$ cat src/rtl/program_loader.sv
// program_loader: boot-time loader that parses a byte stream and drives the
// processor load interface (instruction words first, then data words), then
// raises start_signal.
//
// Stream (big-endian): N[15:0], M[15:0], N instruction words, M data words,
// and, when LOADER_CHECKSUM_EN is defined, one trailing XOR byte covering
// every preceding byte.
//
// Ports:
//   clk, reset         rising-edge clock, synchronous active-low reset
//   rx_data/valid/ready byte input handshake (transfer on valid && ready)
//   new_instruction    assembled word, valid with load_strobe, held after
//   load_strobe        one-cycle write pulse
//   add_into           0 = instruction memory, 1 = data memory
//   start_signal       sticky, begin execution
//   error              sticky, load aborted
//   loaded_count       words strobed so far (saturating)
//
// Optional feature macro: LOADER_CHECKSUM_EN
module program_loader #(
    parameter int IMEM_DEPTH = 1024,
    parameter int DMEM_DEPTH = 1024
) (
    input  logic        clk,
    input  logic        reset,
    input  logic [7:0]  rx_data,
    input  logic        rx_valid,
    output logic        rx_ready,
    output logic [31:0] new_instruction,
    output logic        load_strobe,
    output logic        add_into,
    output logic        start_signal,
    output logic        error,
    output logic [15:0] loaded_count
);

    typedef enum logic [2:0] {
        S_HDR,
        S_INSTR,
        S_SWITCH,
        S_DATA,
`ifdef LOADER_CHECKSUM_EN
        S_CHK,
`endif
        S_RUN,
        S_ERROR
    } state_t;

    state_t      state, state_nx;
    logic [23:0] shreg;       // last three accepted bytes
    logic [1:0]  byte_cnt;    // byte position within the current 4-byte group
    logic [15:0] n_words, m_words, word_cnt;
    logic        strobe_nx;
    logic        accept, word_done;
    logic [15:0] hdr_n, hdr_m;
`ifdef LOADER_CHECKSUM_EN
    logic [7:0]  csum;
`endif

    // Gating with reset keeps the handshake closed while reset is asserted.
    assign rx_ready = reset && (state == S_HDR || state == S_INSTR ||
`ifdef LOADER_CHECKSUM_EN
                                state == S_CHK ||
`endif
                                state == S_DATA);
    assign accept    = rx_valid && rx_ready;
    assign word_done = accept && (byte_cnt == 2'd3);
    assign hdr_n     = shreg[23:8];
    assign hdr_m     = {shreg[7:0], rx_data};

    always_comb begin
        state_nx  = state;
        strobe_nx = 1'b0;
        case (state)
            S_HDR: begin
                if (word_done) begin
                    if (hdr_n == 16'd0 ||
                        {16'd0, hdr_n} > 32'(IMEM_DEPTH) ||
                        {16'd0, hdr_m} > 32'(DMEM_DEPTH))
                        state_nx = S_ERROR;
                    else
                        state_nx = S_INSTR;
                end
            end
            S_INSTR: begin
                if (word_done) begin
                    strobe_nx = 1'b1;
                    if (word_cnt == n_words - 16'd1) state_nx = S_SWITCH;
                end
            end
            S_SWITCH: begin
                if (m_words != 16'd0)
                    state_nx = S_DATA;
                else
`ifdef LOADER_CHECKSUM_EN
                    state_nx = S_CHK;
`else
                    state_nx = S_RUN;
`endif
            end
            S_DATA: begin
                if (word_done) begin
                    strobe_nx = 1'b1;
                    if (word_cnt == m_words - 16'd1)
`ifdef LOADER_CHECKSUM_EN
                        state_nx = S_CHK;
`else
                        state_nx = S_RUN;
`endif
                end
            end
`ifdef LOADER_CHECKSUM_EN
            S_CHK: begin
                if (accept) state_nx = (csum == rx_data) ? S_RUN : S_ERROR;
            end
`endif
            default: state_nx = state;
        endcase
    end

    always_ff @(posedge clk) begin
        if (!reset) begin
            state           <= S_HDR;
            shreg           <= '0;
            byte_cnt        <= '0;
            n_words         <= '0;
            m_words         <= '0;
            word_cnt        <= '0;
            new_instruction <= '0;
            load_strobe     <= 1'b0;
            add_into        <= 1'b0;
            start_signal    <= 1'b0;
            error           <= 1'b0;
            loaded_count    <= '0;
`ifdef LOADER_CHECKSUM_EN
            csum            <= '0;
`endif
        end else begin
            state       <= state_nx;
            load_strobe <= strobe_nx;
            if (accept) begin
                shreg    <= {shreg[15:0], rx_data};
                byte_cnt <= byte_cnt + 2'd1;
`ifdef LOADER_CHECKSUM_EN
                csum     <= csum ^ rx_data;
`endif
            end
            if (state == S_HDR && word_done) begin
                n_words <= hdr_n;
                m_words <= hdr_m;
            end
            if (strobe_nx) begin
                new_instruction <= {shreg, rx_data};
                word_cnt        <= word_cnt + 16'd1;
                if (loaded_count != 16'hFFFF) loaded_count <= loaded_count + 16'd1;
            end
            if (state == S_SWITCH) begin
                add_into <= 1'b1;
                word_cnt <= '0;
            end
            error <= error || (state_nx == S_ERROR);
            // Entering RUN on the edge that also launches the final strobe
            // delays start by one cycle so it never overlaps a strobe.
            start_signal <= start_signal || (state == S_RUN) ||
                            (state_nx == S_RUN && !strobe_nx);
        end
    end

endmodule

$ cat config.mk
export PLATFORM = sky130hd
export DESIGN_NAME = program_loader
export DESIGN_NICKNAME = d
export VERILOG_FILES = /design/src/rtl/program_loader.sv
export SDC_FILE = /design/constraint.sdc
export NUM_CORES = 1
export LEC_CHECK = 0
export CAP_MARGIN = 20
export CORE_MARGIN = 5
export CORE_UTILIZATION = 50
export CTS_CLUSTER_SIZE = 14
export DETAILED_ROUTE_END_ITERATION = 8
export GPL_ROUTABILITY_DRIVEN = 1
export PLACE_DENSITY = 0.72
export SKIP_CTS_REPAIR_TIMING = 1
export SYNTH_ARGS = -nofsm -noshare
export SYNTH_HDL_FRONTEND = slang
export SYNTH_SLANG_ARGS = --single-unit
$ cat constraint.sdc
create_clock -name clk -period 6.5 [get_ports clk]
set_input_delay 0.65 -clock clk [delete_from_list [all_inputs] [get_ports clk]]
set_output_delay 0.65 -clock clk [all_outputs]
set_load 0.005 [all_outputs]
; ---- Yosys cells after proc, flatten, opt, wreduce, memory -nomap -nowiden
; Cells that the tools add are included.
[totals]
regBits = 129
input_bits = 11
[classes]
addsub = 5
n_lt_le_gt_ge = 2
eq_ne = 10
mux = 10
bitwise = 1
n_reduce_logical = 19
[ops]
columns = operator, count
row1 = 16-bit by 1-bit adder with 16-bit output (second input constant), 2
row2 = 16-bit equality test, 2
row3 = 16-bit by 11-bit greater-than comparator with 1-bit output (second input constant), 2
row4 = 16-bit by 1-bit subtractor with 16-bit output (second input constant), 2
row5 = 3-bit two-way mux, 7
row6 = 16-bit zero test, 1
row7 = 16-bit != test (second input constant), 1
row8 = 16-bit nonzero test, 1
row9 = 3-bit case mux with 4 select lines, 1
row10 = 3-bit equality test (second input constant), 3
row11 = 1-bit logical OR, 7
row12 = 3-bit by 2-bit equality test with 1-bit output (second input constant), 2
row13 = 1-bit logical AND, 5
row14 = 2-bit OR reduction, 2
row15 = 3-bit by 1-bit equality test with 1-bit output (second input constant), 1
row16 = 3-bit zero test, 1
row17 = 2-bit by 1-bit adder with 2-bit output (second input constant), 1
row18 = 2-bit equality test (second input constant), 1
row19 = 1-bit two-way mux, 2
row20 = 2-bit AND reduction, 1
row21 = 1-bit zero test, 1
row22 = 1-bit NOT, 1

; ---- Depth between registers and ports, before layout
; Gate-level depths: netlist of the first run.
[depth]
ltp_word = 11
depth_mapped = 11
ltp_nobuf = 9

; ---- Worst setup path after synthesis of the first run
; Ideal clock, no wire load.
[synth_path]
kind = register -> register
start = reg m_words[0]
end = reg state[1]
t_arrival_ns = 2.373
required_time_ns = 6.374
slack_ns = 4.001
path_stages_with_launch = 11
n_path_buf = 1
period_less_slack_ns = 2.499
path_cell_list = dfxtp_1 -> buf_2 -> inv_1 -> ha_1 -> xnor2_1 -> a311o_1 -> a2111o_1 -> a2111oi_0 -> nand4_1 -> a221oi_1 -> nor3_2
[synth_between]
elab_chain_cells = 5
[synth_lines]
columns = item, line_no
row1 = from (decl), 52  ; logic [15:0] n_words, m_words, word_cnt;
row2 = from (signal assigned), 150  ; m_words <= hdr_m;
row3 = 16-bit by 1-bit subtractor with 16-bit output, 104  ; if (word_cnt == m_words - 16'd1)
row4 = 16-bit equality test, 104
row5 = 3-bit two-way mux, 104
row6 = 3-bit two-way mux, 102  ; if (word_done) begin
row7 = 3-bit case mux with 4 select lines (*), 74  ; case (state)
row8 = to (signal assigned), 139  ; state <= state_nx;
row9 = to (decl), 49  ; state_t state, state_nx;
; Every way passes the cells marked *; elsewhere a longest branch is shown, timed or not.
; A chain may end at the register's enable or synchronous reset.

; ---- Worst setup path after layout of the first run
[layout_path]
start = in reset
end = reg word_cnt[13]
[layout_between]
elab_chain_cells = 5
[layout_lines]
columns = item, line_no
row1 = from (decl), 25  ; input logic reset,
row2 = 1-bit logical AND, 61  ; assign rx_ready = reset && (state == S_HDR || state == S_INSTR ||
row3 = 1-bit logical AND, 66  ; assign accept = rx_valid && rx_ready;
row4 = 1-bit logical AND, 67  ; assign word_done = accept && (byte_cnt == 2'd3);
row5 = 1-bit two-way mux, "86, 102"
row6 = 1-bit two-way mux, -
row7 = to (signal assigned), 154  ; word_cnt <= word_cnt + 16'd1;
row8 = to (decl), 52
; Several ways; a longest one is shown, not always the timed one.

==> impl_metrics.toml, run 1 <==
[yosys]
synth_area_per_cell_um2 = 7.86
synth_adder_area_share_pct = 1.01
synth_compound_area_share_pct = 14.7
muxShareOfSynthArea_pct = 0.666
netlist_area_um2 = 6200
yosys_warnings = 0
synth.distinct_cells = 74
synth_top_family_by_area = "simple AND/OR/NAND/NOR gates"
synth_top_area_cell = "dfxtp_1"
syn-instance-count = 789
synth_seq_area_share_pct = 41.6
synthTopCellsByArea = "dfxtp_1 42%, nand2_1 12%, a21oi_1 6.1%"
ys_seq_elements = 129
yosysTopAreaCellShare_pct = 41.6
synth_edf_count = 0
ys.flop_type = "dfxtp_1"
async_reset_ff_share_pct = 0
synth_nets = 805
yosys.area_share.simple_pct = 27.8
synth_xor_area_share_pct = 9.80

[placed_design]
dp_worst_setup_slack_ns = 2.86
gp_congestion = 0.890
dpl.cell_count = 978
port_buffers = 63
hpwl_um = 11400
placed_cell_area_um2 = 6890

[clocking]
cts_sinks = 129
cts_tree = "yes"
clk_pin_slew_ns = 0.06
clk_latency_ns = 0.41
cts_root_buf = "clkbuf_16"
numCtsBuffers = 17
htree_levels = 4
clockBufferDepth = 2

[status]
outcome = "complete, no violations"

[critical_path]
cp-start-kind = "input pin"
critPathRequiredTime_ns = 6.85
cp_top_family = "buffers and inverters"
worst_path_largest_cell_delay_ns = 0.45
cp_slowest_cell = "clkdlybuf4s50_1"
crit_path_end_kind = "flop"
critPathMaxFanout = 41
crit_type = "in -> reg"
r2r_end = "error"
crit_path_cell_trace = "clkdlybuf4s50_1 -> buf_4 -> and3b_1 -> nand3_1 -> buf_4 -> inv_2 -> buf_4 -> nand4_1 -> nor2_1 -> nand3_1 -> xor2_1 -> nor2_1"
r2r-start = "n_words[0]"
cp_common_cell = "buf_4"
reg2reg_depth = 9
arrival_ns = 3.56
r2r_slack_ns = 3.56
critical_path_buf_inv_count = 5

[timing]
relSlewSlack_pct = 45.1
finalSetupViolations = 0
report.final.slew_viol_count = 0
finClkSkew_ns = 0.00444
timing.final.ws_setup_ns = 3.29
max_freq_mhz = 311
finalHoldViolCount = 0
final.setup.tns_ns = 0
holdWs_ns = 0.452
worst_pin_slew_ns = 0.823
rsz0062_at_grt = "no"
min_period_ns = 3.21
post-route-period-util_pct = 49.4

[final_layout]
finalNonFillerCells = 1011
fin_area_um2 = 7480
final_cell_mix = "200 x nand2_1, 129 x dfxtp_1, 75 x a21oi_1, 63 x clkdlybuf4s50_1, 48 x nor2_1"
syn_to_final_growth_pct = 20.5
nFillCells = 1084
layout-drive-gt1-share_pct = 7.12
finalNetCount = 846
final_common_cell = "nand2_1"
fin_util_pct = 61.7
antenna_cells = 0

[floorplanning]
coreArea_um2 = 12100
io_pins = 64
dieArea_um2 = 14700
die_x_um = 121
start_util_pct = 51.2
fp.dieH_um = 121
rows = 40

[drt]
via_count = 5693
vias_per_cell = 5.63
drc = 0
wl_per_cell_um = 16.2
postRouteAntennaNets = 0
wl_um = 16300
first_pass_iters = 5
dr.first_iter.drc_count = 566

[power]
totalPowerFinal_mw = 1.80
leakage_nw = 2.61
ir_drop_v = 0.000272
pwr_density_cell_nw_per_um2 = 240

[global_routing]
grt_pass1_wl_um = 27700
grt_max_degree = 82
antenna_found_initial = 0
grt_pass1_vias = 5611
overflow = 0
grtUsageTotal_pct = 23.1

[run]
cap_violations = 0

[hold_path]
min_path_cells = 2
hold_path.class = "reg -> reg"
min_from = "new_instruction[14]"
holdPathEnd = "new_instruction[14]"
## sequential cells by signal, indices dropped and copies added (netlist names)
register,count
start_signal,1
word_cnt,16
add_into,1
new_instruction,32
n_words,16
load_strobe,1
state,3
byte_cnt,2
error,1
loaded_count,16
shreg,24
m_words,16
## cell usage after synthesis (all sizes together), types with 2 or more instances
| cell type | instances |
|---|---|
| nor3 | 17 |
| o211ai | 5 |
| nor4 | 15 |
| o211a | 3 |
| or3b | 2 |
| o41ai | 3 |
| a41oi | 2 |
| a311oi | 2 |
| nand4 | 18 |
| nor4b | 3 |
| a221oi | 2 |
| and3 | 5 |
| o21ai | 37 |
| mux2i | 3 |
| or4 | 8 |
| a22oi | 2 |
| xnor2 | 38 |
| nor3b | 2 |
| inv | 16 |
| a21oi | 77 |
| buf | 7 |
| nand2 | 200 |
| clkbuf | 42 |
| or4b | 2 |
| and2 | 5 |
| xor2 | 28 |
| dfxtp | 129 |
| nand3 | 24 |
| or3 | 7 |
| and3b | 2 |
| nor2 | 48 |
| o31ai | 3 |
| a31oi | 3 |
| ha | 5 |
| a2111oi | 2 |
## how the worst max path moves through the flow
stage / from / end / slack (ns) / cells after the start
2_1_floorplan: m_words[0] / state[1] / 4.00 / 10
3_3_place_gp: reset / word_cnt[11] / 2.99 / 12
3_5_place_dp: reset / word_cnt[13] / 2.86 / 12
4_1_cts: reset / word_cnt[13] / 3.27 / 12
5_1_grt: reset / word_cnt[11] / 3.00 / 12
6_report: reset / word_cnt[13] / 3.29 / 12
## per-layer routing
layer  GRT usage, %  wire length, um  up-vias
met5              0                0        -
met3           6.01              898       29
met1           30.5             7440     2682
met2           36.7             7740      186
li1               -                -     2796
met4           7.35              263        0
## where the power goes
| group | switching, mW | leakage [nW] | internal [mW] |
|---|---|---|---|
| Sequential | 0.0136 | 1.04 | 0.800 |
| Clock | 0.356 | 0.284 | 0.571 |
| Combinational | 0.0342 | 1.29 | 0.0204 |
## worst min-delay path: stages, from the launching register on
cell	delay (ns)
dfxtp_1	0.30
nand2_1	0.05
a21oi_1	0.05
## area by class of cell
type                            count  area (um2)  area share, %
Sequential cell                   129        2580           34.5
Clock buffer                       22         484           6.48
Tap cell                          168         210           2.81
Timing Repair Buffer               71         691           9.24
Multi-Input combinational cell    595        3350           44.8
Clock inverter                     10        98.8           1.32
Inverter                           16        60.1          0.803
## kinds of logic after synthesis
kind of cell	count (synthesis)
buf+inv	65
fa+ha+maj	5
xor+xnor	67
compound gates	152
mux	4
simple gates	367
flops	129
(Power assumes the default switching activity.)
==> run 2, diff against run 1 <==
Settings changed: PLACE_DENSITY 0.72 to 0.74.
Clock period 6.5 ns to 2.84 ns, I/O delays scaled along.
==> impl_metrics.toml, run 2 (synthesis results as in run 1) <==
[critical_path]
crit_path_end_kind = "flop"
r2r_slack_ns = 0.16
arrival_ns = 2.95
r2r-start = "m_words[1]"
critPathMaxFanout = 8
crit_type = "reg -> reg"
startpoint = "m_words[1]"
reg2reg_depth = 9
critPathRequiredTime_ns = 3.11
cp-start-kind = "flop"

[timing]
report.final.slew_viol_count = 0
min_period_ns = 2.68
relSlewSlack_pct = 44.2
finalHoldViolCount = 0
max_freq_mhz = 373
post-route-period-util_pct = 94.5
final.setup.tns_ns = 0
worst_pin_slew_ns = 0.837
timing.final.ws_setup_ns = 0.156
finalSetupViolations = 0
finClkSkew_ns = 0.00998
rsz0062_at_grt = "no"

[global_routing]
grt_max_degree = 82
grtUsageTotal_pct = 23.9
grt_pass1_vias = 5595
overflow = 0
antenna_found_initial = 0
grt_pass1_wl_um = 28000

[final_layout]
finalNonFillerCells = 1022
top_regs = "new_instruction (32), shreg (24)"
layout-drive-gt1-share_pct = 8.55
finalNetCount = 857
final_cell_mix = "200 x nand2_1, 128 x dfxtp_1, 75 x a21oi_1, 63 x clkdlybuf4s50_1, 48 x nor2_1"
fin_util_pct = 62.8
final_common_cell = "nand2_1"
syn_to_final_growth_pct = 22.6
top_register = "new_instruction"
antenna_cells = 0
largest_reg_flops = 32

[power]
totalPowerFinal_mw = 4.17
leakage_nw = 2.67
ir_drop_v = 0.000441
pwr_density_cell_nw_per_um2 = 548

[drt]
drc = 0
wl_per_cell_um = 16.8
first_pass_iters = 5
via_count = 5745
postRouteAntennaNets = 0
dr.first_iter.drc_count = 479
wl_um = 17200
vias_per_cell = 5.62

[placed_design]
port_buffers = 63
dpl.cell_count = 989
gp_congestion = 0.960
dp_worst_setup_slack_ns = 0.0607
hpwl_um = 12000

[floorplanning]
coreArea_um2 = 12100
die_x_um = 121
start_util_pct = 51.2
fp.dieH_um = 121
rows = 40
dieArea_um2 = 14700
io_pins = 64

[clocking]
htree_levels = 4
clk_pin_slew_ns = 0.06
clockBufferDepth = 2
clk_latency_ns = 0.42
cts_tree = "yes"
cts_root_buf = "clkbuf_16"
cts_sinks = 129
numCtsBuffers = 17

[hold_path]
min_path_cells = 2
hold_path.class = "reg -> reg"
min_from = "new_instruction[6]"

[status]
outcome = "complete, no violations"

[run]
cap_violations = 0
-- run 2: critical path, cell delays in order, from the launching register on --
cell and delay (ns):
dfxtp_2 0.38, inv_1 0.05, ha_1 0.28, xnor2_1 0.13, a311o_1 0.32, a2111o_1 0.35
a2111oi_1 0.38, nand4_1 0.23, a221oi_2 0.34, nor3_2 0.07
-- run 2: final timing paths --
path / endpoint
max: state[1]
min: new_instruction[6]
max reg2reg: state[1]
min reg2reg: new_instruction[6]
-- run 2: area by class of cell --
| class | instances | area [um2] |
|---|---|---|
| fillers | 1059 | 4510 |
| multi-input cells | 595 | 3370 |
| flip-flops and latches | 129 | 2580 |
| repair buffers | 82 | 786 |
| clock buffers | 19 | 443 |
| well taps | 168 | 210 |
| clock inverters | 13 | 151 |
| inverters | 16 | 60.1 |
-- run 2: stage by stage --
| stage | area (um2) | hold slack, ns |
|---|---|---|
| detailed placement | 6980 | 0.446 |
| floorplan | 6200 | 0.393 |
| global placement | 6980 | 0.442 |
| global route | 7600 | 0.478 |
| CTS | 7580 | 0.457 |
| finish | 7600 | 0.455 |
-- run 2: power breakdown --
part           switching [mW]  internal, mW  total [mW]
Clock                   0.844          1.33        2.17
Sequential             0.0309          1.83        1.86
Combinational          0.0812        0.0502       0.131
Total                   0.956          3.21        4.17
-- run 2: per-layer routing --
layer | part of all wire [%] | track usage, % | vias to the layer above | wire (um)
met5 | 0 | 0 | - | 0
met4 | 2.5 | 9.94 | 0 | 437
met3 | 6.0 | 5.27 | 35 | 1030
met2 | 47 | 37.4 | 200 | 8020
met1 | 45 | 31.8 | 2687 | 7730
li1 | - | - | 2823 | -
==> run 3, diff against run 2 <==
Settings changed: CORE_UTILIZATION 50 to 45, HOLD_SLACK_MARGIN from default to 0.06, PLACE_DENSITY 0.74 to 0.68.
==> impl_metrics.toml, run 3 (synthesis results as in run 1) <==
[status]
outcome = "complete, no violations"

[critical_path]
critPathRequiredTime_ns = 3.11
crit_path_end_kind = "flop"
crit_path_cell_trace = "inv_1 -> ha_1 -> xnor2_1 -> a311o_1 -> a2111o_1 -> a2111oi_0 -> nand4_1 -> a221oi_1 -> nor3_2"
crit_type = "reg -> reg"
arrival_ns = 2.95
critPathMaxFanout = 8
cp_slowest_cell = "dfxtp_2"
cp-start-kind = "flop"
worst_path_largest_cell_delay_ns = 0.38

[timing]
finalHoldViolCount = 0
rsz0062_at_grt = "no"
post-route-period-util_pct = 94.3
final.setup.tns_ns = 0
finalSetupViolations = 0
worst_pin_slew_ns = 1.06
min_period_ns = 2.68
finClkSkew_ns = 0.00797
report.final.slew_viol_count = 0
relSlewSlack_pct = 29.1
holdWs_ns = 0.456
max_freq_mhz = 374

[final_layout]
antenna_cells = 0
nFillCells = 1301
final_cell_mix = "200 x nand2_1, 128 x dfxtp_1, 75 x a21oi_1, 63 x clkdlybuf4s50_1, 48 x nor2_1"
finalNetCount = 854
final_common_cell = "nand2_1"
seq_area_um2 = 2580
layout-drive-gt1-share_pct = 8.23
finalNonFillerCells = 1031
fin_area_um2 = 7530
top_register = "new_instruction"
multi_input_area_um2 = 3350
largest_reg_flops = 32
syn_to_final_growth_pct = 21.4
top_regs = "new_instruction (32), shreg (24)"

[power]
pwr_density_cell_nw_per_um2 = 533
ir_drop_v = 0.000344
leakage_nw = 2.63

[clocking]
cts_sinks = 129
htree_levels = 4
clk_latency_ns = 0.42
clockBufferDepth = 2
cts_tree = "yes"
clk_pin_slew_ns = 0.06
cts_root_buf = "clkbuf_16"
numCtsBuffers = 17

[floorplanning]
coreArea_um2 = 13700
rows = 43
fp.dieH_um = 127
dieArea_um2 = 16200
die_x_um = 127
start_util_pct = 45.2
io_pins = 64

[placed_design]
hpwl_um = 12000
port_buffers = 63
placed_cell_area_um2 = 6980
gp_congestion = 0.924
dpl.cell_count = 999

[hold_path]
hold_path.class = "reg -> reg"

[global_routing]
grt_max_degree = 82
grt_pass1_vias = 5367
antenna_found_initial = 0
overflow = 0
grtUsageTotal_pct = 21.0
grt_pass1_wl_um = 27500

[run]
cap_violations = 0

[drt]
vias_per_cell = 5.48
first_pass_iters = 5
postRouteAntennaNets = 0
wl_um = 16600
dr.first_iter.drc_count = 408
drc = 0
via_count = 5646
wl_per_cell_um = 16.1
## run 3: path summary, 6_finish.rpt
path                        from                   to  slack [ns]  cells after the start
max                   m_words[1]             state[1]        0.16                      9
min          new_instruction[10]  new_instruction[10]        0.46                      2
max reg2reg           m_words[1]             state[1]        0.16                      9
min reg2reg  new_instruction[10]  new_instruction[10]        0.46                      2
## run 3: per-stage QoR
| stage | setup slack (ns) | total power, mW | utilization (%) |
|---|---|---|---|
| floorplan | 0.341 | 1.97 | - |
| global placement | 0.253 | 2.02 | 50.9 |
| detailed placement | 0.0804 | 2.03 | 50.9 |
| CTS | 0.0739 | 4.04 | 54.9 |
| global route | 0.0378 | 4.16 | 54.9 |
| finish | 0.163 | 4.01 | 54.9 |
## run 3: final cells by class
class | instances | area share (%)
flip-flops and latches | 129 | 34.3
clock inverters | 15 | 1.64
well taps | 180 | 2.99
repair buffers | 79 | 10.1
inverters | 16 | 0.797
multi-input cells | 595 | 44.5
clock buffers | 17 | 5.65
## run 3: worst max-delay path, delay by kind of cell, from the launching register on
kind / cells / cell delay, ns
buffers and inverters: 1 / 0.07
and+or+nand+nor: 2 / 0.28
adders and majority gates: 1 / 0.28
xor gates and xnor gates: 1 / 0.12
AOI/OAI and AO/OA: 4 / 1.40
DFF: 1 / 0.38
## run 3: metal layers
metal / up-vias / global-route usage, % / wire length (um)
met3: 22 / 3.85 / 692
met5: - / 0 / 0
met2: 139 / 33.0 / 7790
met4: 0 / 7.57 / 272
li1: 2820 / - / -
met1: 2665 / 28.8 / 7880
## run 3: power breakdown
group          switching (mW)  internal, mW  leakage [nW]
Combinational          0.0802        0.0488          1.33
Clock                   0.885          1.14         0.261
Sequential             0.0304          1.83          1.04
Total                   0.995          3.02          2.63
